### config.mk
export PLATFORM = sky130hd
export DESIGN_NAME = moore_1010
export DESIGN_NICKNAME = d
export VERILOG_FILES = /design/src/rtl/moore_1010_pkg.sv /design/src/rtl/moore_1010_sat_counter.sv /design/src/rtl/moore_1010.sv
export SDC_FILE = /design/constraint.sdc
export NUM_CORES = 1
export LEC_CHECK = 0
export BUFFER_PORTS_ARGS = -buffer_cell sky130_fd_sc_hd__buf_2
export CORE_AREA = 10 10 47 49
export CTS_CLUSTER_SIZE = 10
export DETAILED_ROUTE_END_ITERATION = 12
export DIE_AREA = 0 0 57 59
export REMOVE_ABC_BUFFERS = 1
export SYNTH_ARGS = -nofsm -noshare
export SYNTH_HDL_FRONTEND = slang
export SYNTH_SLANG_ARGS = --single-unit
### constraint.sdc
create_clock -name clock -period 1 [get_ports clock]
set_input_delay 0.15 -clock clock [delete_from_list [all_inputs] [get_ports clock]]
set_output_delay 0.15 -clock clock [all_outputs]
set_load 0.005 [all_outputs]
### src/rtl/moore_1010_pkg.sv
// Shared types and constants for the moore_1010 serial "1010" detector.
package moore_1010_pkg;

  localparam int unsigned StateWidth = 3;
  localparam int unsigned CountWidth = 8;
  localparam logic [3:0]  Pattern    = 4'b1010;

  // Encodings are observed externally through the state register.
  typedef enum logic [StateWidth-1:0] {
    S0 = 3'b000,
    S1 = 3'b001,
    S2 = 3'b010,
    S3 = 3'b011,
    S4 = 3'b100
  } state_e;

endpackage

### src/rtl/moore_1010_sat_counter.sv
// Saturating detection counter for moore_1010; clears on synchronous active-low reset.
module moore_1010_sat_counter
  import moore_1010_pkg::*;
(
  input  logic                  clock,
  input  logic                  reset,
  input  logic                  inc_i,
  output logic [CountWidth-1:0] count_o
);

  logic [CountWidth-1:0] count_q, count_d;

  always_comb begin
    count_d = count_q;
    if (inc_i && (count_q != '1)) begin
      count_d = count_q + 1'b1;
    end
  end

  always_ff @(posedge clock) begin
    if (!reset) begin
      count_q <= '0;
    end else begin
      count_q <= count_d;
    end
  end

  assign count_o = count_q;

endmodule

### src/rtl/moore_1010.sv
// Moore detector for serial pattern 1010; out is decoded from state only.
// Define MOORE_1010_COUNT_EN to add the saturating 8-bit detection counter output.
module moore_1010
  import moore_1010_pkg::*;
#(
  parameter int unsigned OVERLAP = 1
) (
  input  logic                  clock,
  input  logic                  reset,
  input  logic                  in,
  output logic                  out
`ifdef MOORE_1010_COUNT_EN
  ,
  output logic [CountWidth-1:0] count
`endif
);

  state_e y, y_d;

  // Each progress state advances when in matches the next pattern bit.
  always_comb begin
    y_d = S0;
    case (y)
      S0:      y_d = (in == Pattern[3]) ? S1 : S0;
      S1:      y_d = (in == Pattern[2]) ? S2 : S1;
      S2:      y_d = (in == Pattern[1]) ? S3 : S0;
      S3:      y_d = (in == Pattern[0]) ? S4 : S1;
      S4:      y_d = in ? ((OVERLAP != 0) ? S3 : S1) : S0;
      default: y_d = S0;
    endcase
  end

  always_ff @(posedge clock) begin
    if (!reset) begin
      y <= S0;
    end else begin
      y <= y_d;
    end
  end

  // Full compare keeps out low in the unused codes.
  always_comb begin
    out = 1'b0;
    if (y == S4) begin
      out = 1'b1;
    end
  end

`ifdef MOORE_1010_COUNT_EN
  logic det_inc;
  assign det_inc = (y_d == S4);

  moore_1010_sat_counter u_sat_counter (
    .clock   (clock),
    .reset   (reset),
    .inc_i   (det_inc),
    .count_o (count)
  );
`endif

endmodule

==> impl_results.md, run 1 <==
- Drt first pass iters: 1
- Final min period: between 0.9 and 1 ns
- Max-Cap Viols: 0
- Vias per cell: between 3 and 4
- Critical-path maximum fanout: 4
- Power density cells: 1710 nW/µm²
- Switching share of power: between 10% and 20%
- Die height: 59 µm
- Kind of critical path: register to output port
- Starting Density: 9.20%
- Max reg flops: 3
- Fin Hold WS: approximately 0.20 ns
- Remaining global-route overflow: 0
- Full die area: 3360 µm²
- DRC errors left: 0
- Sequential share of power: a little over a third
- Flop2flop setup slack: around 0.09 ns
- Clk_skew: 0.00217 ns
- Mean area per synthesized cell: 10.7 µm²
- Logic pwr share: 4.6%
- Post-Route WL: between 300 and 400 µm
- Instance count of the mapped netlist: 12
- Vias in the first global route: 138
- RSZ-0062 raised after global routing: true
- PnR worst setup slack: between 0.015 and 0.02 ns
- First-pass GRT wire length: about 560 µm
- CTS tree: built
- Core box area: ~1400 µm²
- CTS Sinks: 3
- Worst slew pin tran: ~0.17 ns
- Kind of end point of the critical path: output port
- Root buf cell: clkbuf_4
- Endpoints failing hold: 0
- CP arrival: just over 0.8 ns
- Fin. max-slew vios: 0
- Ant diodes: 0
- Initial antenna violation count: 0
- Clk Latency, worst-skew pair: roughly 0.23 ns
- Max VDD drop: 193 µV
- # port buffers: 3
- Synthesis-to-finish area growth: 60.2%
- Antenna Violating Nets Remaining: 0
- Bufs and invs on worst path: 1
- Final nets: 24
- Initial DRC count: 0
- CTS clk-pin slew, worst paths: ~0.030 ns
- Max stage delay cell, worst path: dfxtp_2
- I/O Pins: 4
- Yosys warnings: 0
- Largest net degree at the start of global routing: 6
- Clock share of power: 58.8%
- # rows: 14
- Post-synth top area share: a little under half
- CTS buffer count: 3
- LEAKAGE: between 0.00009 and 0.0001 µW
- FMAX: 1020 MHz
- Status: finished, final reports clean
- WL per Instance: 8.56 µm
- HP Class: primary input to register
- Largest regs: y (3)
- Slew headroom: approximately 88%
- CP max stage delay: roughly 0.32 ns
- Crit path cell chain: nor3b_2 -> buf_2
- Place WS: 0.162 ns
- Synth area leader: dfxtp_1
- #FFs+latches synth: 3
- Proportion of layout cells with a drive suffix above 1: roughly 60%
- GR Util All Layers: between 2 and 3%
- Clk buf depth: 2
- Switching power: 69.4 µW
- Cell variety after synth: 9
- Dominant cells by area after synthesis: dfxtp_1, and3_1, nor3b_2
- Final estimated routing congestion in global placement: 0.696
- Cell family with most CP delay: flip-flops
- # H-tree levels: 1
- Largest Register: y
- Critical Path RT: around 0.85 ns
- Die span in x: about 57 µm
- Vias: 118
- Startpoint Class: register
- Internal power: about 280 µW
- Fin crit share: about 100%
- Register area share after synthesis: ~47%
- Synth Cell Area: roughly 130 µm²
- # setup viols final: 0
-- per-stage QoR --
stage               area [µm²]  total power (µW)  util (%)  instances  TNS, ns
floorplan                  129               137         -         12        0
global placement           164               145      11.7         31        0
detailed placement         164               145      11.7         31        0
CTS                        205               368      14.6         36        0
global route               206               387      14.7         36  -0.0302
finish                     206               353      14.7         36        0
-- repair_timing --
item | in CTS | in global routing
pin swaps | 0 | 0
setup endpoints to repair | 1 | 1
gates resized for setup | 3 | 1
hold buffers | 0 | 0
setup buffers | 1 | 0
-- placed cells by master, fill, tap and decap left out --
cell      synthesis  layout
and3_1            2       2
a32o_1            1       1
and3b_1           1       1
xor2_1            1       1
buf_2             0       3
o21ai_0           1       1
dfxtp_2           0       3
clkbuf_1          0       1
inv_1             1       1
nor3b_2           1       2
clkbuf_4          0       3
buf_4             0       1
-- power by group through the flow --
stage	sequential [µW]	clock (µW)	combinational, µW
6_report	129	208	16.3
5_1_grt	130	239	18.0
4_1_cts	129	223	15.9
3_5_place_dp	130	0	15.3
3_3_place_gp	130	0	15.3
2_1_floorplan	129	0	8.34
-- metal layers --
| metal | vias to the layer above | part of all wire (%) | global-route usage (%) |
|---|---|---|---|
| met2 | 4 | 40 | 2.48 |
| met5 | - | 0 | 0 |
| li1 | 62 | - | - |
| met3 | 0 | 22 | 3.86 |
| met4 | 0 | 0 | 4.03 |
| met1 | 52 | 38 | 1.66 |
-- cells by family after synthesis --
group                     after synthesis  share of synthesized area [%]
xor gates and xnor gates                1                           6.80
and+or+nand+nor                         5                           32.0
AOI/OAI and AO/OA                       2                           11.6
DFF                                     3                           46.6
buffers and inverters                   1                           2.91
-- final timing paths --
| kind | startpoint | endpoint | cells past startpoint |
|---|---|---|---|
| worst max-delay path | y[0] | out | 2 |
| worst min register to register | y[1] | y[2] | 1 |
| worst max register to register | y[2] | y[1] | 3 |
| worst min-delay path | in | y[0] | 2 |
-- Yosys cell counts --
cell and instances:
nor3b_2 1, a32o_1 1, and3_1 2, and3b_1 1, inv_1 1, o21ai_0 1
dfxtp_1 3, xor2_1 1, nor3b_1 1
-- final cells by class --
cell class	count	area, µm²
Tap cell	16	20.0
Timing Repair Buffer	4	22.5
Multi-Input combinational cell	8	70.1
Clock buffer	4	26.3
Inverter	1	3.75
Fill cell	165	1190
Sequential cell	3	63.8
Power figures use the tool's default switching activity.
==> run 2: changes to the inputs <==
--- a/config.mk
+++ b/config.mk
@@ -7,6 +7,7 @@
 export LEC_CHECK = 0
 export BUFFER_PORTS_ARGS = -buffer_cell sky130_fd_sc_hd__buf_2
 export CORE_AREA = 10 10 47 49
+export CTS_BUF_LIST = sky130_fd_sc_hd__clkbuf_4 sky130_fd_sc_hd__clkbuf_8 sky130_fd_sc_hd__clkbuf_16
 export CTS_CLUSTER_SIZE = 10
 export DETAILED_ROUTE_END_ITERATION = 12
 export DIE_AREA = 0 0 57 59
==> run 2 against run 1 <==
Count of clock-buffer cells in the layout is the same. Global-route usage grew 0.22 points. Hold slack worse by 0.00065 ns. Sequential power hardly changed. Sequential share of layout area fell by 0.55 points. Critical path type unchanged.
==> impl_results.md, run 2 (same netlist as run 1, synthesis figures left out) <==
- # H-tree levels: 1
- CTS tree: built
- Proportion of layout cells with a drive suffix above 1: between 60% and 70%
- Drt first pass iters: 1
- LEAKAGE: 0.000102 µW
- I/O Pins: 4
- Root buf cell: clkbuf_4
- Synthesis-to-finish area growth: 63.1%
- Overall power: 383 µW
- Status: finished, final reports clean
- Critical-path maximum fanout: 4
- Startpoint Class: register
- Full die area: between 3000 and 4000 µm²
- Max VDD drop: approximately 200 µV
- Kind of end point of the critical path: output port
- GR Util All Layers: ~2.8%
- CP arrival: approximately 0.83 ns
- Fin Hold WS: roughly 0.2 ns
- Ant diodes: 0
- # setup viols final: 0
- WL per Instance: around 8.8 µm
- Post-Place Cell Area: roughly 160 µm²
- Clk Latency, worst-skew pair: about 0.23 ns
- Largest Register: y
- Initial antenna violation count: 0
- Slew headroom: 88.4%
- Commonest non-fill, non-tap cell in the layout: clkbuf_4
- Starting Density: 9.20%
- HP Class: primary input to register
- Power density cells: approximately 1800 nW/µm²
- RSZ-0062 raised after global routing: true
- # rows: 14
- Hold buffer count at CTS: 0
- Endpoints failing hold: 0
- Initial DRC count: 0
- Fin. max-slew vios: 0
- Final estimated routing congestion in global placement: 0.696
- Core box area: about 1400 µm²
- Clk buf depth: 2
- Max-Cap Viols: 0
- FMAX: 1020 MHz
- Fin crit share: around 100%
- Fillcell total: between 150 and 200
- Die height: between 50 and 60 µm
- Max reg flops: 3
- Worst slew pin tran: between 0.15 and 0.2 ns
- Vias per cell: 3.25
- Final nets: 24
- Remaining global-route overflow: 0
- Kind of critical path: register to output port
- Clk_skew: between 0.003 and 0.004 ns
- DRC errors left: 0
- Vias in the first global route: about 140
- CTS Sinks: 3
- Antenna Violating Nets Remaining: 0
- Largest net degree at the start of global routing: 6
- Die span in x: approximately 57 µm
- Critical Path RT: 0.85 ns
- Vias: roughly 120
- First-pass GRT wire length: slightly below 600 µm
- # port buffers: 3
- Final Cell Area: between 200 and 250 µm²
- Post-Route WL: 318 µm
- CTS clk-pin slew, worst paths: approximately 0.030 ns
- CTS buffer count: 3
- Commonest non-fill, non-tap cells in the layout: clkbuf_4, buf_2, dfxtp_2
- Largest regs: y (3)
- Final min period: slightly below 1 ns
[run 2: cell counts in the layout (fill, tap and decap cells not counted)]
No cell type changed its count.
[run 2: report_power, final]
group	internal, µW	total (µW)	switching (µW)
logic	9.46	16.3	6.84
clock network	176	238	61.1
registers	125	129	4.24
[run 2: area by class of cell]
type / instances / area, µm² / share of cell area [%]
Clock buffer: 4 / 30.0 / 14.3
Tap cell: 16 / 20.0 / 9.52
Inverter: 1 / 3.75 / 1.79
Timing Repair Buffer: 4 / 22.5 / 10.7
Multi-Input combinational cell: 8 / 70.1 / 33.3
Sequential cell: 3 / 63.8 / 30.4
[run 2: timing repair]
action | in CTS | in global routing
buffers inserted | 1 | 0
pin swaps | 0 | 0
gates resized for setup | 3 | 1
endpoints found under the setup margin | 1 | 1
[run 2: layer usage]
| layer | up-vias | GRT usage [%] | share of wire (%) |
|---|---|---|---|
| met5 | - | 0 | 0 |
| met4 | 0 | 4.03 | 0 |
| met3 | 0 | 4.51 | 22 |
| met2 | 4 | 2.48 | 40 |
| met1 | 52 | 1.90 | 38 |
| li1 | 61 | - | - |
[run 2: worst max-delay path: stages (launching register included)]
cell	delay [ns]
dfxtp_2	0.32
nor3b_2	0.15
buf_2	0.13
[run 2: stage by stage]
step / util (%) / std cells / setup WS [ns] / setup TNS, ns
after global routing: 15.0 / 36 / -0.0341 / -0.0341
after detailed placement: 11.7 / 31 / 0.162 / 0
after floorplan: - / 12 / 0.203 / 0
after global placement: 11.7 / 31 / 0.155 / 0
after CTS: 14.9 / 36 / 0.00239 / 0
final: 15.0 / 36 / 0.0187 / 0
[run 2: worst paths after layout]
path / from / to / slack [ns] / cells after the start
max reg2reg: y[2] / y[1] / 0.09 / 3
min: in / y[0] / 0.20 / 2
max: y[0] / out / 0.02 / 2
min reg2reg: y[1] / y[2] / 0.51 / 1
==> run 3: changes to the inputs <==
==> constraint.sdc (replaced) <==
create_clock -name clock -period 0.8 [get_ports clock]
set_input_delay 0.12 -clock clock [delete_from_list [all_inputs] [get_ports clock]]
set_output_delay 0.12 -clock clock [all_outputs]
set_load 0.005 [all_outputs]
==> run 3 against run 2 <==
Critical path type unchanged. Clock power up 22%. Highest routed layer unchanged. Global-route usage down 0.39 points. The run now ends with negative setup slack left. Sequential share of layout area down 1.4 points. Combinational power up 44%. Sequential cell count unchanged. Non-clock buffer count unchanged.
==> impl_results.md, run 3 (same netlist as run 1, synthesis figures left out) <==
- Core box area: 1400 µm²
- Commonest non-fill, non-tap cells in the layout: clkbuf_4, buf_2, dfxtp_2
- Clk buf depth: 2
- Vias in the first global route: 145
- CTS buffer count: 3
- Hold buffer count at CTS: 0
- Vias per cell: 3.36
- Status: complete, but fails checks
- Starting Density: 9.20%
- Worst slew pin tran: 0.145 ns
- Power density cells: 2160 nW/µm²
- FMAX: 1050 MHz
- Root buf cell: clkbuf_4
- First-pass GRT wire length: about 520 µm
- Failing checks: negative setup slack
- CTS Sinks: 3
- Hold path startpoint: reset
- # port buffers: 3
- Fin Hold WS: approximately 0.17 ns
- Kind of critical path: register to output port
- Clock share of power: ~60%
- Largest regs: y (3)
- CP arrival: roughly 0.84 ns
- Fillcell total: between 150 and 200
- WL per Instance: 8.89 µm
- CTS clk-pin slew, worst paths: 0.04 ns
- Kind of end point of the critical path: output port
- Commonest non-fill, non-tap cell in the layout: clkbuf_4
- HPWL Detailed: about 200 µm
- # H-tree levels: 1
- Startpoint Class: register
- Max-Cap Viols: 0
- HP Class: primary input to register
- LEAKAGE: 0.000102 µW
- Full die area: between 3000 and 4000 µm²
- Final nets: 24
- # setup viols final: 3
- DRC errors left: 0
- Clk Latency, worst-skew pair: about 0.23 ns
- Internal power: 391 µW
- Largest net degree at the start of global routing: 6
- Final min period: roughly 0.96 ns
- Initial antenna violation count: 0
- Antenna Violating Nets Remaining: 0
- Worst Setup SP: y[0]
- Initial DRC count: 0
- Critical-path maximum fanout: 4
- GR Util All Layers: 2.42%
- PnR worst setup slack: -0.157 ns
- Fin. max-slew vios: 0
- Final estimated routing congestion in global placement: 0.704
- Ant diodes: 0
- Clk_skew: around 0.0015 ns
- Die height: around 59 µm
- Switching share of power: approximately 18%
- Max reg flops: 3
- Endpoints failing hold: 0
- Drt first pass iters: 1
- Worst r2r src: y[2]
- Die span in x: 57 µm
- Post-Route WL: 320 µm
- Critical Path RT: ~0.7 ns
- Proportion of layout cells with a drive suffix above 1: between 60% and 70%
- Vias: 121
- Switching power: ~86 µW
- I/O Pins: 4
- Final Cell Area: between 200 and 250 µm²
- Post-Place Cell Area: 164 µm²
- # rows: 14
- Fin crit share: 120%
- Slew headroom: approximately 90%
- RSZ-0062 raised after global routing: true
- Logic pwr share: under 10%
- Util after Layout: between 15 and 20%
- Remaining global-route overflow: 0
- Largest Register: y
- Sequential share of power: approximately 34%
- Overall power: about 480 µW
- CTS tree: built
- Synthesis-to-finish area growth: 70.9%
- Max VDD drop: roughly 250 µV
[run 3: final cells by class]
cell class	instances	area (µm²)	share of cell area (%)
clock buffer	4	30.0	13.6
inverter	1	3.75	1.70
multi-input combinational	8	76.3	34.7
sequential	3	63.8	29.0
tap	16	20.0	9.09
timing repair buffer	4	26.3	11.9
[run 3: layer usage]
layer | GRT usage (%) | share of wire [%]
met5 | 0 | 0
met1 | 1.55 | 37
met4 | 4.03 | 0
met2 | 2.64 | 44
met3 | 3.00 | 18
[run 3: per-stage QoR]
step | std cells | setup slack, ns | TNS (ns)
4_1_cts | 36 | -0.171 | -0.301
3_3_place_gp | 31 | -0.0430 | -0.0580
5_1_grt | 36 | -0.204 | -0.400
2_1_floorplan | 12 | 0.00262 | 0
3_5_place_dp | 31 | -0.0518 | -0.0703
6_report | 36 | -0.157 | -0.283
[run 3: final timing paths]
path / end / slack (ns) / cells past startpoint
worst min register to register: y[2] / 0.52 / 1
worst max register to register: y[1] / -0.09 / 3
worst max-delay path: out / -0.16 / 2
worst min-delay path: y[2] / 0.17 / 2
[run 3: critical path, cell delays in order (launching register included)]
cell,delay [ns]
dfxtp_2,0.32
nor3b_2,0.16
buf_2,0.13
[run 3: power groups by stage]
stage,sequential (µW),clock (µW),combinational (µW)
final,162,291,23.4
after global routing,163,308,25.6
after CTS,162,311,20.3
after detailed placement,162,0,19.2
after global placement,162,0,19.2
after floorplan,161,0,10.4
[run 3: timing repair]
action / CTS / global route
buffers inserted: 1 / 0
pin swaps: 1 / 2
resized for setup: 5 / 1
endpoints found under the setup margin: 2 / 4
